==> src/rtl/mem_bus_arbiter.sv <==
// Two-port round-robin arbiter and sequencer for a single-port memory.
// One access in flight; strobes held MEM_LATENCY cycles, then a one-cycle done.
module mem_bus_arbiter #(
    parameter int ADDR_W      = 16,
    parameter int DATA_W      = 8,
    parameter int MEM_LATENCY = 1
) (
    input  logic              clk,
    input  logic              rst_n,
    input  logic              req0_i,
    input  logic              req1_i,
    input  logic              we0_i,
    input  logic              we1_i,
    input  logic [ADDR_W-1:0] addr0_i,
    input  logic [ADDR_W-1:0] addr1_i,
    input  logic [DATA_W-1:0] wdata0_i,
    input  logic [DATA_W-1:0] wdata1_i,
    output logic              gnt0_o,
    output logic              gnt1_o,
    output logic              done0_o,
    output logic              done1_o,
    output logic [DATA_W-1:0] rdata_o,
    output logic              busy_o,
    output logic              mem_ce_o,
    output logic              mem_r_o,
    output logic              mem_w_o,
    output logic              mem_oe_o,
    output logic [ADDR_W-1:0] addr_bus_o,
    output logic [DATA_W-1:0] mem_wdata_o,
    input  logic [DATA_W-1:0] mem_rdata_i
);

    localparam logic [3:0] CNT_LAST = 4'(MEM_LATENCY - 1);

    typedef enum logic [1:0] {IDLE, ACCESS, DONE} state_t;

    state_t            state_q;
    logic              last_q;
    logic              port_q;
    logic              we_q;
    logic [3:0]        cnt_q;
    logic              gnt0_q, gnt1_q, done0_q, done1_q;
    logic              ce_q, r_q, w_q, oe_q;
    logic [ADDR_W-1:0] addr_bus_q;
    logic [DATA_W-1:0] mem_wdata_q;
    logic [DATA_W-1:0] rdata_q;

    logic              grant0_d, grant1_d;
    logic              we_d;
    logic [ADDR_W-1:0] addr_d;
    logic [DATA_W-1:0] wdata_d;

    // last_q = 1 means port 1 was served last, so port 0 wins a tie.
    always_comb begin
        grant0_d = req0_i & (~req1_i | last_q);
        grant1_d = req1_i & (~req0_i | ~last_q);
        we_d     = grant1_d ? we1_i    : we0_i;
        addr_d   = grant1_d ? addr1_i  : addr0_i;
        wdata_d  = grant1_d ? wdata1_i : wdata0_i;
    end

    always_ff @(posedge clk or negedge rst_n) begin
        if (!rst_n) begin
            state_q     <= IDLE;
            last_q      <= 1'b1;
            port_q      <= 1'b0;
            we_q        <= 1'b0;
            cnt_q       <= '0;
            gnt0_q      <= 1'b0;
            gnt1_q      <= 1'b0;
            done0_q     <= 1'b0;
            done1_q     <= 1'b0;
            ce_q        <= 1'b0;
            r_q         <= 1'b0;
            w_q         <= 1'b0;
            oe_q        <= 1'b0;
            addr_bus_q  <= '0;
            mem_wdata_q <= '0;
            rdata_q     <= '0;
        end else begin
            case (state_q)
                IDLE: begin
                    if (grant0_d || grant1_d) begin
                        state_q     <= ACCESS;
                        port_q      <= grant1_d;
                        last_q      <= grant1_d;
                        gnt0_q      <= grant0_d;
                        gnt1_q      <= grant1_d;
                        we_q        <= we_d;
                        cnt_q       <= '0;
                        ce_q        <= 1'b1;
                        r_q         <= ~we_d;
                        oe_q        <= ~we_d;
                        w_q         <= we_d;
                        addr_bus_q  <= addr_d;
                        mem_wdata_q <= we_d ? wdata_d : '0;
                    end
                end
                ACCESS: begin
                    if (cnt_q == CNT_LAST) begin
                        state_q     <= DONE;
                        ce_q        <= 1'b0;
                        r_q         <= 1'b0;
                        w_q         <= 1'b0;
                        oe_q        <= 1'b0;
                        addr_bus_q  <= '0;
                        mem_wdata_q <= '0;
                        done0_q     <= ~port_q;
                        done1_q     <= port_q;
                        if (!we_q) begin
                            rdata_q <= mem_rdata_i;
                        end
                    end else begin
                        cnt_q <= cnt_q + 4'd1;
                    end
                end
                DONE: begin
                    state_q <= IDLE;
                    gnt0_q  <= 1'b0;
                    gnt1_q  <= 1'b0;
                    done0_q <= 1'b0;
                    done1_q <= 1'b0;
                end
                default: state_q <= IDLE;
            endcase
        end
    end

    assign gnt0_o      = gnt0_q;
    assign gnt1_o      = gnt1_q;
    assign done0_o     = done0_q;
    assign done1_o     = done1_q;
    assign rdata_o     = rdata_q;
    assign busy_o      = (state_q != IDLE);
    assign mem_ce_o    = ce_q;
    assign mem_r_o     = r_q;
    assign mem_w_o     = w_q;
    assign mem_oe_o    = oe_q;
    assign addr_bus_o  = addr_bus_q;
    assign mem_wdata_o = mem_wdata_q;

endmodule
==> config.mk <==
export PLATFORM = sky130hd
export DESIGN_NAME = mem_bus_arbiter
export DESIGN_NICKNAME = d
export VERILOG_FILES = /design/src/rtl/mem_bus_arbiter.sv
export SDC_FILE = /design/constraint.sdc
export NUM_CORES = 1
export LEC_CHECK = 0
export ABC_AREA = 1
export CAP_MARGIN = 30
export CORE_MARGIN = 1
export CORE_UTILIZATION = 45
export CTS_CLUSTER_DIAMETER = 50
export DETAILED_ROUTE_END_ITERATION = 8
export GPL_ROUTABILITY_DRIVEN = 0
export PLACE_DENSITY = 0.86
export REMOVE_ABC_BUFFERS = 1
export SKIP_LAST_GASP = 1
export SYNTH_ARGS = -nofsm -noshare
export SYNTH_HDL_FRONTEND = slang
export SYNTH_SLANG_ARGS = --single-unit
==> constraint.sdc <==
create_clock -name clk -period 3.45 [get_ports clk]
set_input_delay 0.5175 -clock clk [delete_from_list [all_inputs] [get_ports clk]]
set_output_delay 0.5175 -clock clk [all_outputs]
set_load 0.02 [all_outputs]
==> impl_table.tex <==
\begin{tabular}{lr}
\hline
Metric & Value \\
\hline
\multicolumn{2}{l}{\textbf{Placement}} \\
Count of port buffers added during placement & 102 \\
Post-placement cell count & 446 \\
Post-DP HPWL & 4.215 mm \\
\multicolumn{2}{l}{\textbf{STA}} \\
Final sum of negative setup slack & 0 ns \\
Shortest clock period the worst path allows after layout & 2.179 ns \\
Slew Limit Headroom & 60.80\% \\
Setup violations, final & 0 \\
Final period utilization & 63.15\% \\
Slew of the pin with the lowest slew margin & 0.5867 ns \\
F\_max & 459.0 MHz \\
Max Clock Skew & 0.007176 ns \\
Slew Limit Fails & 0 \\
Setup repair after global routing missed its margin & no \\
Hold Violations, Final & 0 \\
Final Hold Slack & 0.1464 ns \\
\multicolumn{2}{l}{\textbf{Final layout}} \\
Filler-free cell count of the finished design & 454 \\
Area of all sequential standard cells & 1202 sq um \\
Multi-input combinational cell area & 929.6 sq um \\
Number of nets in the layout & 450 \\
Area growth syn-to-layout & 51.31\% \\
Final Core Density & 72.08\% \\
Antenna Cells & 0 \\
Filler cells & 381 \\
Layout cells sized above 1 & 5.943\% \\
\multicolumn{2}{l}{\textbf{GRT}} \\
Gr usage total & 22.62\% \\
Initial antenna violation count & 0 \\
Via count of the first global-routing pass & 2132 \\
GRT Residual Overflow & 0 \\
Largest net degree at the start of global routing & 42 \\
First-pass GRT wire length & 9.156 mm \\
\multicolumn{2}{l}{\textbf{Clock network}} \\
Root Buffer & clkbuf\_8 \\
Number of setup buffers added after CTS & 0 \\
Count of hold buffers inserted by post-cts repair & 0 \\
Maximum clock path buffer count & 2 \\
H-tree depth & 2 \\
Clock tree from TritonCTS & done \\
Clk pin slew, worst setup/hold paths & 0.09 ns \\
Post\_cts resized & 0 \\
CTS Buf Count & 5 \\
Clock sinks & 48 \\
Worst-Skew Late Latency & 0.30 ns \\
\multicolumn{2}{l}{\textbf{Synth}} \\
Portion of the post-synthesis area used by sequential elements & 52.40\% \\
Dominant cell type by area after synthesis & dfrtp\_1 \\
Post-synthesis area per instance & 8.052 sq um \\
Dominant register cell in the synthesized netlist & dfrtp\_1 \\
Post-synth EDFFs & 0 \\
Async set-reset flop share out of synthesis & 100.0\% \\
Number of distinct library cell variants in the gate-level netlist after synthesis & 21 \\
Synthesized netlist cell count & 285 \\
Leading post-synthesis cells by instance count & 137 x nand2\_1, 47 x dfrtp\_1, 25 x nand3\_1 \\
Ranking of synthesized cells by area & dfrtp\_1 51\%, nand2\_1 22\%, nand3\_1 5.5\%, o211ai\_1 5.2\%, inv\_1 3.9\% \\
Top cell type's share of synthesized area & 51.25\% \\
Count of state elements after synthesis & 48 \\
Most frequently used cell type in the post-synthesis netlist & nand2\_1 \\
YS warnings & 0 \\
Synthesized area & 2295 sq um \\
\multicolumn{2}{l}{\textbf{Floorplan}} \\
Die area & 5389 sq um \\
Number of rows created at floorplan & 25 \\
Initial Util & 47.64\% \\
CORE AREA & 4817 sq um \\
Number of top-level pins & 103 \\
Width of the die & 73.41 um \\
Chip Height & 73.41 um \\
\multicolumn{2}{l}{\textbf{Route}} \\
Vias/cell & 4.881 \\
Vias & 2216 \\
Remaining number of nets flagged by the antenna check after routing & 0 \\
Detailed Route WL & 5.679 mm \\
Pre-Repair DR Iteration Count & 4 \\
Number of remaining DRC errors & 0 \\
Detailed router's first-iteration violation count & 84 \\
Average wire per standard cell & 12.51 um \\
\multicolumn{2}{l}{\textbf{Worst hold path}} \\
Path class of the lowest-slack min-delay path & input pin to asynchronous set/reset pin \\
\multicolumn{2}{l}{\textbf{Power}} \\
Power Dens Cells & 843.7 nW/um\^{}2 \\
VDD IR max & 420.1 uV \\
LEAKAGE & 1.746 nW \\
Power consumption & 2.929 mW \\
\multicolumn{2}{l}{\textbf{Worst setup path}} \\
Register-to-register setup slack & 1.53 ns \\
Worst setup path end & mem\_oe\_o\$\_DFFE\_PN0P\_ \\
Endpoint required time on the critical path & 3.66 ns \\
R2r endpoint & mem\_oe\_o\$\_DFFE\_PN0P\_ \\
Crit. End Element & flip-flop \\
Number of cell instances on the worst register-to-register path & 8 \\
Crit start category & input pin \\
Maximum fanout along the worst path & 41 \\
Critical Setup Path Class & input pin to flip-flop \\
Critical path data arrival time & 2.39 ns \\
Start point of the critical path & req0\_i \\
Worst reg2reg path startpoint & last\_q\$\_DFFE\_PN1P\_ \\
\multicolumn{2}{l}{\textbf{Flow run}} \\
Max-cap violations & 0 \\
\multicolumn{2}{l}{\textbf{Status}} \\
Run status & completed \\
\hline
\end{tabular}
==> power breakdown <==
part | internal [mW] | total (mW) | leakage, nW | switching, mW
sequential | 0.820 | 0.977 | 0.605 | 0.157
clock | 0.214 | 0.403 | 0.0541 | 0.188
combinational | 0.656 | 1.55 | 1.09 | 0.893
total | 1.69 | 2.93 | 1.75 | 1.24
==> cell usage in the layout, fill, tap and decap left out, drive strengths merged <==
master and n:
buf 4, bufinv 1, clkbuf 5, clkdlybuf4s50 101
clkinv 1, clkinvlp 1, dfrtp 47, dfstp 1
ha 2, inv 25, nand2 139, nand3 25
nand4 1, nor2 12, o211ai 16, o21ai 5
xor2 1
==> cells by family (layout without fill, tap and decap cells) <==
logic type / after synthesis / count (layout) / synth area share [%]
simple gates: 177 / 177 / 32.55
fa+ha+maj: 2 / 2 / 1.090
xor+xnor: 1 / 1 / 0.3817
buf+inv: 36 / 138 / 7.088
flops: 48 / 48 / 52.40
compound gates: 21 / 21 / 6.489
==> critical path, stage by stage <==
cell	delay [ns]
clkdlybuf4s50_1	0.54
nand2_1	0.27
nand2_1	0.13
buf_4	0.36
nand2_1	0.14
nand2_2	0.18
nand2_1	0.11
nand2_1	0.09
inv_1	0.03
==> worst min-delay path by stage <==
stage                                          start                          to  slack (ns)  cells after the start
after floorplan                                rst_n   addr_bus_o[0]$_DFFE_PN0P_        0.22                      0
after global placement    mem_wdata_o[1]$_DFFE_PN0P_  mem_wdata_o[1]$_DFFE_PN0P_        0.45                      2
after detailed placement          port_q$_DFFE_PN0P_          port_q$_DFFE_PN0P_        0.46                      2
after CTS                                      rst_n      rdata_o[7]$_DFFE_PN0P_        0.15                      1
after global routing                           rst_n      rdata_o[0]$_DFFE_PN0P_        0.17                      1
final                                          rst_n      rdata_o[7]$_DFFE_PN0P_        0.15                      1
==> state kept, by name (all words and copies together), names as in the netlist <==
signal,flops
gnt1_o,1
mem_ce_o,1
mem_w_o,1
mem_oe_o,1
port_q,1
done0_o,1
addr_bus_o,16
gnt0_o,1
mem_wdata_o,8
rdata_o,8
last_q,1
done1_o,1
state_q,2
we_q,1
cnt_q,4
==> layout make-up <==
| class | instances | area share, % |
|---|---|---|
| clock buffers | 5 | 1.982 |
| clock inverters | 3 | 1.225 |
| inverters | 25 | 2.703 |
| multi-input cells | 201 | 26.77 |
| flip-flops and latches | 48 | 34.63 |
| well taps | 67 | 2.414 |
| repair buffers | 105 | 30.27 |
==> metrics by stage <==
| stage | setup slack [ns] | cell area, sq um |
|---|---|---|
| 4_1_cts | 1.274 | 3472 |
| 3_3_place_gp | 1.090 | 3341 |
| 5_1_grt | 1.084 | 3472 |
| 6_report | 1.271 | 3472 |
| 3_5_place_dp | 0.9994 | 3361 |
| 2_1_floorplan | 1.479 | 2226 |
==> routing by layer <==
layer	GRT usage [%]	vias to the layer above	wire length (um)
li1	-	1093	-
met1	24.93	1025	2241
met2	39.61	91	2844
met3	7.133	7	525
met4	10.68	0	68
met5	0	-	0
Power figures use the tool's default switching activity.
